### src/rtl/alu_pkg.sv
// rtl/alu_pkg.sv - shared ALU operation encodings for the execute stage and decoder
package alu_pkg;

  localparam int ALUCTRL_WIDTH = 4;

  // Encoding is {funct7[5], funct3}
  typedef enum logic [ALUCTRL_WIDTH-1:0] {
    ALU_ADD  = 4'b0000,
    ALU_SLL  = 4'b0001,
    ALU_SLT  = 4'b0010,
    ALU_SLTU = 4'b0011,
    ALU_XOR  = 4'b0100,
    ALU_SRL  = 4'b0101,
    ALU_OR   = 4'b0110,
    ALU_AND  = 4'b0111,
    ALU_SUB  = 4'b1000,
    ALU_SRA  = 4'b1101
  } aluctrl_e;

endpackage

### src/rtl/alu_shifter.sv
// rtl/alu_shifter.sv - combinational logarithmic barrel shifter for SLL/SRL/SRA
module alu_shifter #(
  parameter int WIDTH = 32,
  parameter int SHW   = $clog2(WIDTH)
) (
  input  logic [WIDTH-1:0] data_i,
  input  logic [SHW-1:0]   shamt_i,
  input  logic             left_i,
  input  logic             arith_i,
  output logic [WIDTH-1:0] result_o
);

  logic [WIDTH-1:0] data_rev;
  logic [WIDTH-1:0] out_rev;
  logic [WIDTH-1:0] stg [0:SHW];
  logic             fill;

  // Left shifts reuse the right-shift network on bit-reversed data
  always_comb begin
    data_rev = '0;
    out_rev  = '0;
    for (int k = 0; k < WIDTH; k++) begin
      data_rev[k] = data_i[WIDTH-1-k];
      out_rev[k]  = stg[SHW][WIDTH-1-k];
    end
  end

  assign fill   = arith_i & ~left_i & data_i[WIDTH-1];
  assign stg[0] = left_i ? data_rev : data_i;

  for (genvar i = 0; i < SHW; i++) begin : g_stage
    localparam int N = 2 ** i;
    assign stg[i+1] = shamt_i[i] ? {{N{fill}}, stg[i][WIDTH-1:N]} : stg[i];
  end

  assign result_o = left_i ? out_rev : stg[SHW];

endmodule

### src/rtl/riscv_alu.sv
// rtl/riscv_alu.sv - RV32I ALU with registered result; ALU_ZERO_FLAG_EN adds a registered zero flag
module riscv_alu #(
  parameter int XLEN          = 32,
  parameter int ALUCTRL_WIDTH = alu_pkg::ALUCTRL_WIDTH
) (
  input  logic                     clk,
  input  logic                     rst,
  input  logic [XLEN-1:0]          alu_a_i,
  input  logic [XLEN-1:0]          alu_b_i,
  input  logic [ALUCTRL_WIDTH-1:0] aluctrl_ctrl_i,
  output logic [XLEN-1:0]          alu_out_o
`ifdef ALU_ZERO_FLAG_EN
  ,
  output logic                     alu_zero_o
`endif
);

  import alu_pkg::*;

  localparam int SHAMT_W = $clog2(XLEN);

  logic            is_sub;
  logic [XLEN-1:0] b_op;
  logic [XLEN-1:0] addsub;
  logic            lt_signed;
  logic            lt_unsigned;
  logic [XLEN-1:0] shift_res;
  logic            shift_left;
  logic            shift_arith;
  logic [XLEN-1:0] alu_out_d, alu_out_q;

  // Single adder: subtraction is a + ~b + 1
  assign is_sub      = (aluctrl_ctrl_i == ALU_SUB);
  assign b_op        = is_sub ? ~alu_b_i : alu_b_i;
  assign addsub      = alu_a_i + b_op + {{(XLEN-1){1'b0}}, is_sub};
  assign lt_signed   = $signed(alu_a_i) < $signed(alu_b_i);
  assign lt_unsigned = alu_a_i < alu_b_i;
  assign shift_left  = (aluctrl_ctrl_i == ALU_SLL);
  assign shift_arith = (aluctrl_ctrl_i == ALU_SRA);

  alu_shifter #(
    .WIDTH (XLEN),
    .SHW   (SHAMT_W)
  ) u_shifter (
    .data_i   (alu_a_i),
    .shamt_i  (alu_b_i[SHAMT_W-1:0]),
    .left_i   (shift_left),
    .arith_i  (shift_arith),
    .result_o (shift_res)
  );

  always_comb begin
    alu_out_d = '0;
    case (aluctrl_ctrl_i)
      ALU_ADD, ALU_SUB:          alu_out_d = addsub;
      ALU_SLT:                   alu_out_d = {{(XLEN-1){1'b0}}, lt_signed};
      ALU_SLTU:                  alu_out_d = {{(XLEN-1){1'b0}}, lt_unsigned};
      ALU_XOR:                   alu_out_d = alu_a_i ^ alu_b_i;
      ALU_OR:                    alu_out_d = alu_a_i | alu_b_i;
      ALU_AND:                   alu_out_d = alu_a_i & alu_b_i;
      ALU_SLL, ALU_SRL, ALU_SRA: alu_out_d = shift_res;
      default:                   alu_out_d = '0;
    endcase
  end

  always_ff @(posedge clk) begin
    if (rst) alu_out_q <= '0;
    else     alu_out_q <= alu_out_d;
  end

  assign alu_out_o = alu_out_q;

`ifdef ALU_ZERO_FLAG_EN
  logic alu_zero_d, alu_zero_q;

  assign alu_zero_d = (alu_out_d == '0);

  always_ff @(posedge clk) begin
    if (rst) alu_zero_q <= 1'b1;
    else     alu_zero_q <= alu_zero_d;
  end

  assign alu_zero_o = alu_zero_q;
`endif

endmodule

### config.mk
export PLATFORM = sky130hd
export DESIGN_NAME = riscv_alu
export DESIGN_NICKNAME = d
export VERILOG_FILES = /design/src/rtl/alu_pkg.sv /design/src/rtl/alu_shifter.sv /design/src/rtl/riscv_alu.sv
export SDC_FILE = /design/constraint.sdc
export NUM_CORES = 1
export LEC_CHECK = 0
export BUFFER_PORTS_ARGS = -buffer_cell sky130_fd_sc_hd__buf_2
export CAP_MARGIN = 10
export CORE_ASPECT_RATIO = 1.4
export CORE_UTILIZATION = 40
export CTS_BUF_LIST = sky130_fd_sc_hd__clkbuf_8
export CTS_CLUSTER_DIAMETER = 30
export CTS_CLUSTER_SIZE = 10
export DETAILED_ROUTE_END_ITERATION = 16
export PLACE_DENSITY = 0.65
export SKIP_CTS_REPAIR_TIMING = 1
export SKIP_LAST_GASP = 1
export SYNTH_ARGS = -nofsm -noshare
export SYNTH_HDL_FRONTEND = slang
export SYNTH_SLANG_ARGS = --single-unit
### constraint.sdc
create_clock -name clk -period 5.3 [get_ports clk]
set_input_delay 0.53 -clock clk [delete_from_list [all_inputs] [get_ports clk]]
set_output_delay 0.53 -clock clk [all_outputs]
set_load 0.1 [all_outputs]
**Word level (Yosys, flattened, before mapping)**

Index checks and enable logic that the tools add are counted.

- Word-level logic and storage cells: 33
- Output and inout port bits: 32
- Register bits: 32
- Input bits: 70

- Eq/ne operators: 9
- Reductions and logical operators: 3
- $add $sub $neg: 2
- Muxes and demuxes: 9
- Bitwise gates (word level): 7
- Magnitude comparators: 2

Operators with widths:

| cell | number |
|---|---|
| $mux 32 | 8 |
| $pmux 32 s7 | 1 |
| $lt 32x32->1 | 2 |
| $add 32x1->32 | 1 |
| $add 32x32->32 | 1 |
| $and 32x32->32 | 1 |
| $not 32->32 | 1 |
| $or 32x32->32 | 1 |
| $xor 32x32->32 | 1 |
| $eq 4x3->1 const B | 4 |
| $eq 4x2->1 const B | 2 |
| $eq 4x4->1 const B | 2 |
| $eq 4x1->1 const B | 1 |
| $logic_not 4->1 | 1 |
| $reduce_or 3->1 | 1 |
| $and 1x1->1 | 2 |
| $reduce_or 2->1 | 1 |
| $not 1->1 | 1 |

**Depth between registers and ports, before layout**

Gate-level depths: netlist (run 1).

- Word-level depth: 11
- Depth in mapped cells: 15
- Gate-level depth less buffers: 12

**Hierarchy**

A second synthesis (run 1) with hierarchy kept.

- Cells, all modules: 1,192
- Area total of the unflattened synthesis: 9,217.6 um2

Modules (own cells, without submodules):

| module | area an instance (um2) | seq. area each (um2) | times used | cells an instance |
|---|---|---|---|---|
| riscv_alu | 5,622.9 | 640.6 | 1 | 731 |
| alu_shifter | 3,594.7 | 0.0 | 1 | 461 |

**Worst setup path after synthesis (run 1)**

Ideal clock, no wire load.

- Kind: input to register
- Start point: in alu_b_i[0]
- End point: reg alu_out_q[28], in the netlist alu_out_o[28]
- Stages on the path: 14
- Library setup time: 0.079 ns
- Path buffers: 3
- Data arrival time: 3.929 ns
- Data required time: 5.221 ns
- Path slack: 1.292 ns
- Cell sequence: buf_2 -> clkinv_1 -> buf_1 -> buf_1 -> mux2i_1 -> fa_1 -> nor2b_1 -> o21bai_1 -> a211o_1 -> a211o_1 -> a31oi_1 -> a21boi_0 -> a2111o_1 -> o211ai_1

- Longest elaborated chain between the ends: 7

RTL lines:

| element | line | RTL |
|---|---|---|
| start: declaration | riscv_alu.sv:9 | `input logic [XLEN-1:0] alu_b_i,` |
| parallel branches: the longest is 6 deep, another holds $add 32x32->32 | -- |  |
| $pmux 32 s7 * | riscv_alu.sv:54 | `case (aluctrl_ctrl_i)` |
| end signal: assignment | riscv_alu.sv:68 | `else alu_out_q <= alu_out_d;` |
| end: declaration | riscv_alu.sv:30 | `logic [XLEN-1:0] alu_out_d, alu_out_q;` |

Mark *: on every way between the ends.
A chain may end at the register's enable or synchronous reset.

**Worst setup path after layout (run 1)**

- Start point: in aluctrl_ctrl_i[2]
- End point: reg alu_out_q[28], in the netlist alu_out_o[28]

- Longest elaborated chain between the ends: 11

RTL lines:

| element | line | RTL |
|---|---|---|
| start: declaration | riscv_alu.sv:10 | `input logic [ALUCTRL_WIDTH-1:0] aluctrl_ctrl_i,` |
| parallel branches: the longest is 10 deep, another holds $add 32x32->32 | -- |  |
| $pmux 32 s7 * | riscv_alu.sv:54 |  |

Marked as above.

==> summary.md, run 1 <==
| Metric | Value |
|---|---|
| Die Ht | `171 um` |
| Grt total ovfl | `0` |
| Ports | `102` |
| Largest register FFs | `32` |
| Die X | `123 um` |
| DRC | `0` |
| Syn. warnings | `0` |
| Syn_area_per_cell | `8.06 um2` |
| PD cells | `160 mW/mm2` |
| RePlAce Congestion | `1.05` |
| Post-synth EDFFs | `0` |
| CORE AREA | `0.0199 mm2` |
| First-pass DRT Iterations | `6` |
| Crit-path slowest cell | `a2111o_1` |
| Crit path max-delay family | `compound AO/OA/AOI/OAI gates` |
| Port Buffers | `101` |
| TritonCTS Buffers | `5` |
| Setup-failing EPs final | `0` |
| First-pass GRT wire length | `51.9 mm` |
| Worst path required time | `5.54 ns` |
| Fin area | `0.00896 mm2` |
| #FFs+latches synth | `32` |
| Post-Synthesis Cells | `1014` |
| Crit path cell chain | `buf_2 -> nor4b_2 -> buf_4 -> xnor2_1 -> inv_1 -> fa_1 -> nor2b_1 -> o21bai_1 -> a211o_1 -> a211o_1 -> a31oi_1 -> a21boi_0 -> a2111o_1 -> o211ai_1` |
| Share of layout cells above drive strength 1 | `16.9%` |
| Synth area leaders | `ha_1 20%, mux4_2 9.4%, dfxtp_1 7.8%` |
| Starting density of the core | `41.0%` |
| Initial antenna violation count | `0` |
| Dpl hpwl | `26.9 mm` |
| WL/cell | `26.0 um` |
| Drt total wl | `34.7 mm` |
| Gr usage total | `33.5%` |
| Antenna diodes | `0` |
| Buf/Inv on CP | `3` |
| FILL cells | `1988` |
| Clk sinks | `32` |
| Achievable frequency | `248 MHz` |
| Critical Path Source Type | `input port` |
| Worst-Margin Slew | `1.24 ns` |
| Max-slew violation count | `0` |
| Vias in the first global route | `8511` |
| Leak Pwr | `0.00397 uW` |
| Avg Vias per Cell | `6.63` |
| Nets | `1283` |
| Sequential area share after synthesis | `7.84%` |
| Fin crit share | `75.9%` |
| Mapped Nets | `1216` |
| Remaining antenna violation count | `0` |
| P&R area growth vs syn | `9.64%` |
| CP Class | `input port to flip-flop` |
| Die area | `0.0210 mm2` |
| Synth async-reset ratio | `0%` |
| Hold violation total from the final report | `0` |
| Main synth FF type | `dfxtp_1` |
| Crit-path max cell delay | `0.41 ns` |
| DRT iter0 DRCs | `915` |
| Worst hold-check path type | `input port to flip-flop` |
| Max Root-Sink Buffers | `2` |
| Area leader, netlist | `ha_1` |
| CTS Root Buffer Type | `clkbuf_8` |
| Worst ir drop on vdd | `113 uV` |
| Largest net degree at the start of global routing | `34` |
| Area of placed instances | `0.00887 mm2` |
| Status | `finished, final reports clean` |
| Setup TNS Final | `0 ns` |
| Via Count | `8847` |
| Reg clk slew, reported paths | `0.08 ns` |
| RSZ-0062 raised after global routing | `no` |
| Row Count | `61` |
| Design Power | `1430 uW` |
| Crit path time final | `4.02 ns` |
| # H-tree levels | `2` |
| Crit path DAT | `4.26 ns` |
| Max Fanout on Critical Path | `22` |
| CP endpoint kind | `flip-flop` |
| Synth top area share | `20.1%` |
| Mapped Area | `0.00817 mm2` |
| Unique cell type count in the Yosys netlist | `76` |
| Slew HR | `16.8%` |
| Critical Path Most Common Cell | `a211o_1` |
| Max-cap violation count | `0` |
| Hold Slack | `0.673 ns` |
| TritonCTS clock tree | `done` |
==> placed cells by master (no fill, tap or decap), drive strengths merged, types with 10 or more instances in the layout <==
cell type,instances
mux2i,42
o22ai,13
nor3,19
a221oi,30
o211ai,10
a31oi,13
buf,121
mux4,46
dfxtp,32
ha,131
nor2,80
o221ai,13
xnor2,45
inv,85
a21oi,75
nand2,81
nand3,17
o21ai,68
xor2,10
==> cells by family (layout without fill, tap and decap cells) <==
logic type,count (synthesis),in the layout,synth area share [%]
compound gates,310,310,25.4
xor+xnor,55,55,5.89
fa+ha+maj,132,132,20.3
buf+inv,147,215,7.70
flops,32,32,7.84
mux,93,93,19.1
simple gates,245,245,13.8
==> metrics by stage <==
stage                     utilization (%)  cells  setup slack (ns)
final                                45.0   1334              1.28
after global routing                 45.0   1334             0.960
after CTS                            45.0   1334              1.34
after detailed placement             44.5   1326              1.05
after global placement               44.5   1326              1.02
after floorplan                         -   1014              1.29
==> synthesized netlist by cell type, drive strengths merged (4+ instances only) <==
cell type  count
a211oi         8
ha           131
dfxtp         32
o31ai          5
o21a           5
a31oi         13
and2           5
or2            4
mux4          46
nand2         81
or3            8
nor2          80
nand3         17
o311ai         4
a221oi        30
clkbuf        38
a221o          8
a21boi         7
nor4           4
a21o           8
inv           85
o221ai        13
nor2b          8
o21ai         68
a21oi         75
mux2           5
a22oi          6
xnor2         45
o211ai        10
o31a           4
xor2          10
nor3          19
buf           23
o22ai         13
mux2i         42
o21bai         6
==> where the power goes <==
part,internal [uW],switching (uW)
Combinational,321,633
Clock,93.2,123
Sequential,255,6.15
==> layout make-up <==
class | instances | area, um2 | area share, %
inverter | 86 | 323 | 3.60
clock buffer | 5 | 68.8 | 0.768
multi-input combinational | 835 | 6920 | 77.2
sequential | 32 | 641 | 7.15
tap | 252 | 315 | 3.52
clock inverter | 3 | 23.8 | 0.265
timing repair buffer | 121 | 668 | 7.46
==> path summary, 6_finish.rpt <==
path	start	endpoint	slack, ns	depth (start not counted)
hold / removal	rst	alu_out_o[2]	0.67	4
setup / recovery	aluctrl_ctrl_i[2]	alu_out_o[28]	1.28	14
==> tightest hold or removal path, stage by stage <==
cell     delay, ns
buf_2         0.09
nor2b_1       0.04
buf_4         0.17
o21a_1        0.12
==> per-layer routing <==
metal | track usage [%] | wire length [um] | up-vias
li1 | - | - | 3927
met1 | 38.4 | 12300 | 4157
met2 | 53.3 | 15700 | 586
met3 | 6.03 | 3090 | 177
met4 | 28.7 | 3520 | 0
met5 | 0 | 0 | -
No activity file was read; power rests on OpenSTA's default activity.
==> run 2, diff against run 1 <==
Clock period 5.3 ns to 3.8 ns, I/O delays scaled along.
==> summary.md, run 2 (same netlist as run 1, synthesis figures left out) <==
| Metric | Value |
|---|---|
| Starting density of the core | `41.0%` |
| Crit path cell chain | `buf_2 -> nor4b_2 -> buf_12 -> xnor2_1 -> ha_1 -> a31o_2 -> a221oi_1 -> buf_4 -> o21ai_0 -> a21boi_0 -> o21ai_0 -> xor2_1 -> a221oi_2 -> a21oi_1` |
| Clk sinks | `32` |
| DRC | `0` |
| Initial antenna violation count | `0` |
| Status | `finished, final reports clean` |
| FILL cells | `1969` |
| Port Buffers | `101` |
| Gr busiest metal | `met2` |
| Setup-failing EPs final | `0` |
| Buf/Inv on CP | `3` |
| Max-cap violation count | `0` |
| Max-slew violation count | `0` |
| Final core utilization | `48.3%` |
| Leak Pwr | `0.00439 uW` |
| Critical Path Source Type | `input port` |
| Row Count | `61` |
| Worst path required time | `3.98 ns` |
| Slew HR | `50.8%` |
| Gr usage total | `32.6%` |
| Share of layout cells above drive strength 1 | `22.8%` |
| Nets | `1364` |
| Largest net degree at the start of global routing | `34` |
| Most frequent cells in the layout | `131 x ha_1, 101 x buf_2, 98 x buf_4` |
| Commonest non-fill, non-tap cell in the layout | `ha_1` |
| Fin area | `0.00962 mm2` |
| Slack of the critical path | `0.262 ns` |
| Crit path DAT | `3.72 ns` |
| TritonCTS clock tree | `done` |
| RePlAce Congestion | `1.07` |
| Worst hold-check path type | `input port to flip-flop` |
| Crit path time final | `3.54 ns` |
| Crit-path slowest cell | `a221oi_2` |
| TritonCTS Buffers | `5` |
| Ports | `102` |
| M1 GR Usage | `37.9%` |
| Drt total wl | `33.8 mm` |
| Max Fanout on Critical Path | `22` |
| Die X | `123 um` |
| First-pass DRT Iterations | `8` |
| Worst ir drop on vdd | `142 uV` |
| DRT iter0 DRCs | `890` |
| Die area | `0.0210 mm2` |
| Area of placed instances | `0.00950 mm2` |
| WL/cell | `23.9 um` |
| Vias in the first global route | `8699` |
| First-pass GRT wire length | `51.0 mm` |
| Avg Vias per Cell | `6.35` |
| Crit-path max cell delay | `0.41 ns` |
| Die Ht | `171 um` |
| Remaining antenna violation count | `0` |
| Via Count | `8986` |
| Critical Path Most Common Cell | `o21ai_0` |
| Grt total ovfl | `0` |
| Place WS | `-0.160 ns` |
| P&R area growth vs syn | `17.7%` |
| Largest register FFs | `32` |
| Dpl hpwl | `27.2 mm` |
| CTS Root Buffer Type | `clkbuf_8` |
| Max Root-Sink Buffers | `2` |
| Hold violation total from the final report | `0` |
| Achievable frequency | `283 MHz` |
| RSZ-0062 raised after global routing | `no` |
| PD cells | `222 mW/mm2` |
| # H-tree levels | `2` |
| Reg clk slew, reported paths | `0.08 ns` |
| Fin crit share | `93.1%` |
| M2 GR Usage | `54.6%` |
| CP endpoint kind | `flip-flop` |
| CP Class | `input port to flip-flop` |
| Met3 Use GR | `4.30%` |
| Crit path max-delay family | `compound AO/OA/AOI/OAI gates` |
| CORE AREA | `0.0199 mm2` |
| Antenna diodes | `0` |
| Worst-Margin Slew | `0.730 ns` |
-- run 2: cell type report --
| cell class | count | area, um2 | area share, % |
|---|---|---|---|
| flip-flops and latches | 32 | 641 | 6.66 |
| repair buffers | 202 | 1300 | 13.5 |
| clock inverters | 3 | 38.8 | 0.403 |
| multi-input cells | 835 | 6930 | 72.1 |
| inverters | 86 | 323 | 3.36 |
| well taps | 252 | 315 | 3.28 |
| clock buffers | 5 | 68.8 | 0.715 |
-- run 2: worst min-delay path: cells and delay by family --
kind | cells | cell delay [ns]
compound gates | 2 | 0.19
buf+inv | 1 | 0.10
fa+ha+maj | 1 | 0.13
-- run 2: path summary, 6_finish.rpt --
path	from	end	slack (ns)	cells past startpoint
setup / recovery	aluctrl_ctrl_i[2]	alu_out_o[9]	0.26	14
hold / removal	alu_b_i[21]	alu_out_o[21]	0.53	4
-- run 2: metal layers --
layer,wire [um],share of wire (%),vias to the layer above
met5,0,0,-
met4,2930,8.7,0
met3,2290,6.8,131
met2,16000,47,495
met1,12500,37,4268
li1,-,-,4092
-- run 2: through the flow --
stage / hold slack, ns / std cells / setup TNS, ns / total power, uW
6_report: 0.527 / 1415 / 0 / 2130
3_5_place_dp: 0.857 / 1407 / -0.160 / 1760
5_1_grt: 0.570 / 1415 / 0 / 2250
3_3_place_gp: 0.865 / 1407 / -0.0705 / 1760
2_1_floorplan: 0.702 / 1014 / 0 / 1270
4_1_cts: 0.536 / 1415 / 0 / 2110
-- run 2: report_power, final --
part	switching, uW	leakage [uW]	internal, uW	total, uW
clock	149	0.0000593	192	341
combinational	888	0.00407	543	1430
sequential	7.10	0.000261	355	362
total	1040	0.00439	1090	2130
==> run 3, diff against run 2 <==
Settings changed: CORE_UTILIZATION 40 to 52, PLACE_DENSITY 0.65 to 0.79.
==> summary.md, run 3 (same netlist as run 1, synthesis figures left out) <==
| Metric | Value |
|---|---|
| Dpl hpwl | `27.9 mm` |
| Setup TNS Final | `0 ns` |
| RePlAce Congestion | `1.05` |
| P&R area growth vs syn | `15.9%` |
| Max Fanout on Critical Path | `12` |
| Max-cap violation count | `0` |
| Max-slew violation count | `0` |
| Largest net degree at the start of global routing | `34` |
| Die X | `108 um` |
| First-pass GRT wire length | `52.6 mm` |
| Critical Path Most Common Cell | `buf_4` |
| Commonest non-fill, non-tap cell in the layout | `ha_1` |
| Die area | `0.0162 mm2` |
| Largest register FFs | `32` |
| Start point of the critical path | `aluctrl_ctrl_i[2]` |
| # H-tree levels | `2` |
| RSZ-0062 raised after global routing | `no` |
| Via Count | `9223` |
| Sw Pwr | `1080 uW` |
| Clk sinks | `32` |
| Grt total ovfl | `0` |
| Status | `finished, final reports clean` |
| Drt total wl | `34.7 mm` |
| Clock power share | `14.1%` |
| DRC | `0` |
| Int Pwr | `1030 uW` |
| Crit path max-delay family | `compound AO/OA/AOI/OAI gates` |
| Worst hold-check path type | `input port to flip-flop` |
| Hold Path End | `alu_out_o[20]` |
| Crit path time final | `3.49 ns` |
| Share of layout cells above drive strength 1 | `22.5%` |
| TritonCTS Buffers | `5` |
| Sequential Power Share | `17.2%` |
| Worst-Margin Slew | `1.11 ns` |
| Die Ht | `150 um` |
| Slew HR | `25.6%` |
| Area of placed instances | `0.00938 mm2` |
| Buf/Inv on CP | `3` |
| Leak Pwr | `0.00435 uW` |
| Ports | `102` |
| CP Class | `input port to flip-flop` |
| Most frequent cells in the layout | `131 x ha_1, 101 x buf_2, 97 x buf_4` |
| Fin area | `0.00947 mm2` |
| FILL cells | `1379` |
| Row Count | `53` |
| Initial antenna violation count | `1` |
| Remaining antenna violation count | `0` |
| Vias in the first global route | `8998` |
| TritonCTS clock tree | `done` |
| Worst ir drop on vdd | `153 uV` |
| Crit path DAT | `3.65 ns` |
| Nets | `1361` |
| Comb power frac | `68.7%` |
| CP endpoint kind | `flip-flop` |
| Storage cell area | `641 um2` |
| CTS Root Buffer Type | `clkbuf_8` |
| WL/cell | `25.7 um` |
| Setup-failing EPs final | `0` |
| Area taken by multi-input logic gates | `0.00692 mm2` |
| Hold violation total from the final report | `0` |
| Worst hold path stage count | `4` |
| CORE AREA | `0.0152 mm2` |
| Starting density of the core | `53.8%` |
| Crit-path slowest cell | `o311ai_0` |
| PD cells | `223 mW/mm2` |
| Avg Vias per Cell | `6.82` |
| Port Buffers | `101` |
| DRT iter0 DRCs | `904` |
| Critical Path Source Type | `input port` |
| Crit-path max cell delay | `0.47 ns` |
| Achievable frequency | `287 MHz` |
| Fin crit share | `91.8%` |
| Worst path required time | `3.96 ns` |
| Worst hold start | `alu_b_i[20]` |
| Max Root-Sink Buffers | `2` |
| First-pass DRT Iterations | `6` |
| Reg clk slew, reported paths | `0.08 ns` |
| Gr usage total | `43.7%` |
| Switching power share of the total | `51.2%` |
| Crit path cell chain | `buf_2 -> nor4b_2 -> buf_4 -> xnor2_1 -> ha_1 -> and3b_1 -> a221oi_1 -> buf_4 -> or3_1 -> a21oi_1 -> o21ai_1 -> o311ai_0 -> mux2i_1 -> o211ai_1` |
==> run 3: final cells by class <==
type	instances	share of cell area, %
repair buffers	199	13.2
flip-flops and latches	32	6.76
clock inverters	3	0.251
diodes	1	0.0264
clock buffers	5	0.726
inverters	86	3.41
well taps	192	2.54
multi-input cells	835	73.1
==> run 3: layer usage <==
layer,wire [um],global-route usage (%),vias to the layer above
met5,0,0,-
met4,3670,35.9,0
met3,3090,6.49,188
met2,15600,70.3,627
met1,12400,51.0,4324
li1,-,-,4084
==> run 3: worst max-delay path by stage <==
stage          depth (start not counted)             to  slack [ns]
2_1_floorplan                         15  alu_out_o[28]        0.07
3_3_place_gp                          14  alu_out_o[31]        0.16
5_1_grt                               14  alu_out_o[24]        0.12
4_1_cts                               14  alu_out_o[31]        0.36
6_report                              14  alu_out_o[31]        0.31
3_5_place_dp                          14  alu_out_o[24]        0.06
==> run 3: worst min-delay path, delay by kind of cell <==
kind,cells,cell delay (ns)
compound gates,2,0.22
fa+ha+maj,1,0.13
buf+inv,1,0.09
==> run 3: power by group through the flow <==
stage	registers [uW]	logic [uW]	clock network (uW)
2_1_floorplan	513	755	0
3_3_place_gp	370	1390	0
3_5_place_dp	370	1400	0
4_1_cts	362	1410	294
5_1_grt	364	1540	308
6_report	362	1450	298
==> run 3: stage by stage <==
step | utilization, % | power [uW] | worst slack (ns) | hold slack (ns) | cells
2_1_floorplan | - | 1270 | 0.0690 | 0.702 | 1014
4_1_cts | 62.4 | 2070 | 0.364 | 0.558 | 1352
5_1_grt | 62.4 | 2210 | 0.122 | 0.586 | 1353
3_5_place_dp | 61.8 | 1770 | 0.0587 | 0.849 | 1344
3_3_place_gp | 61.8 | 1760 | 0.158 | 0.859 | 1344
6_report | 62.4 | 2110 | 0.312 | 0.561 | 1353
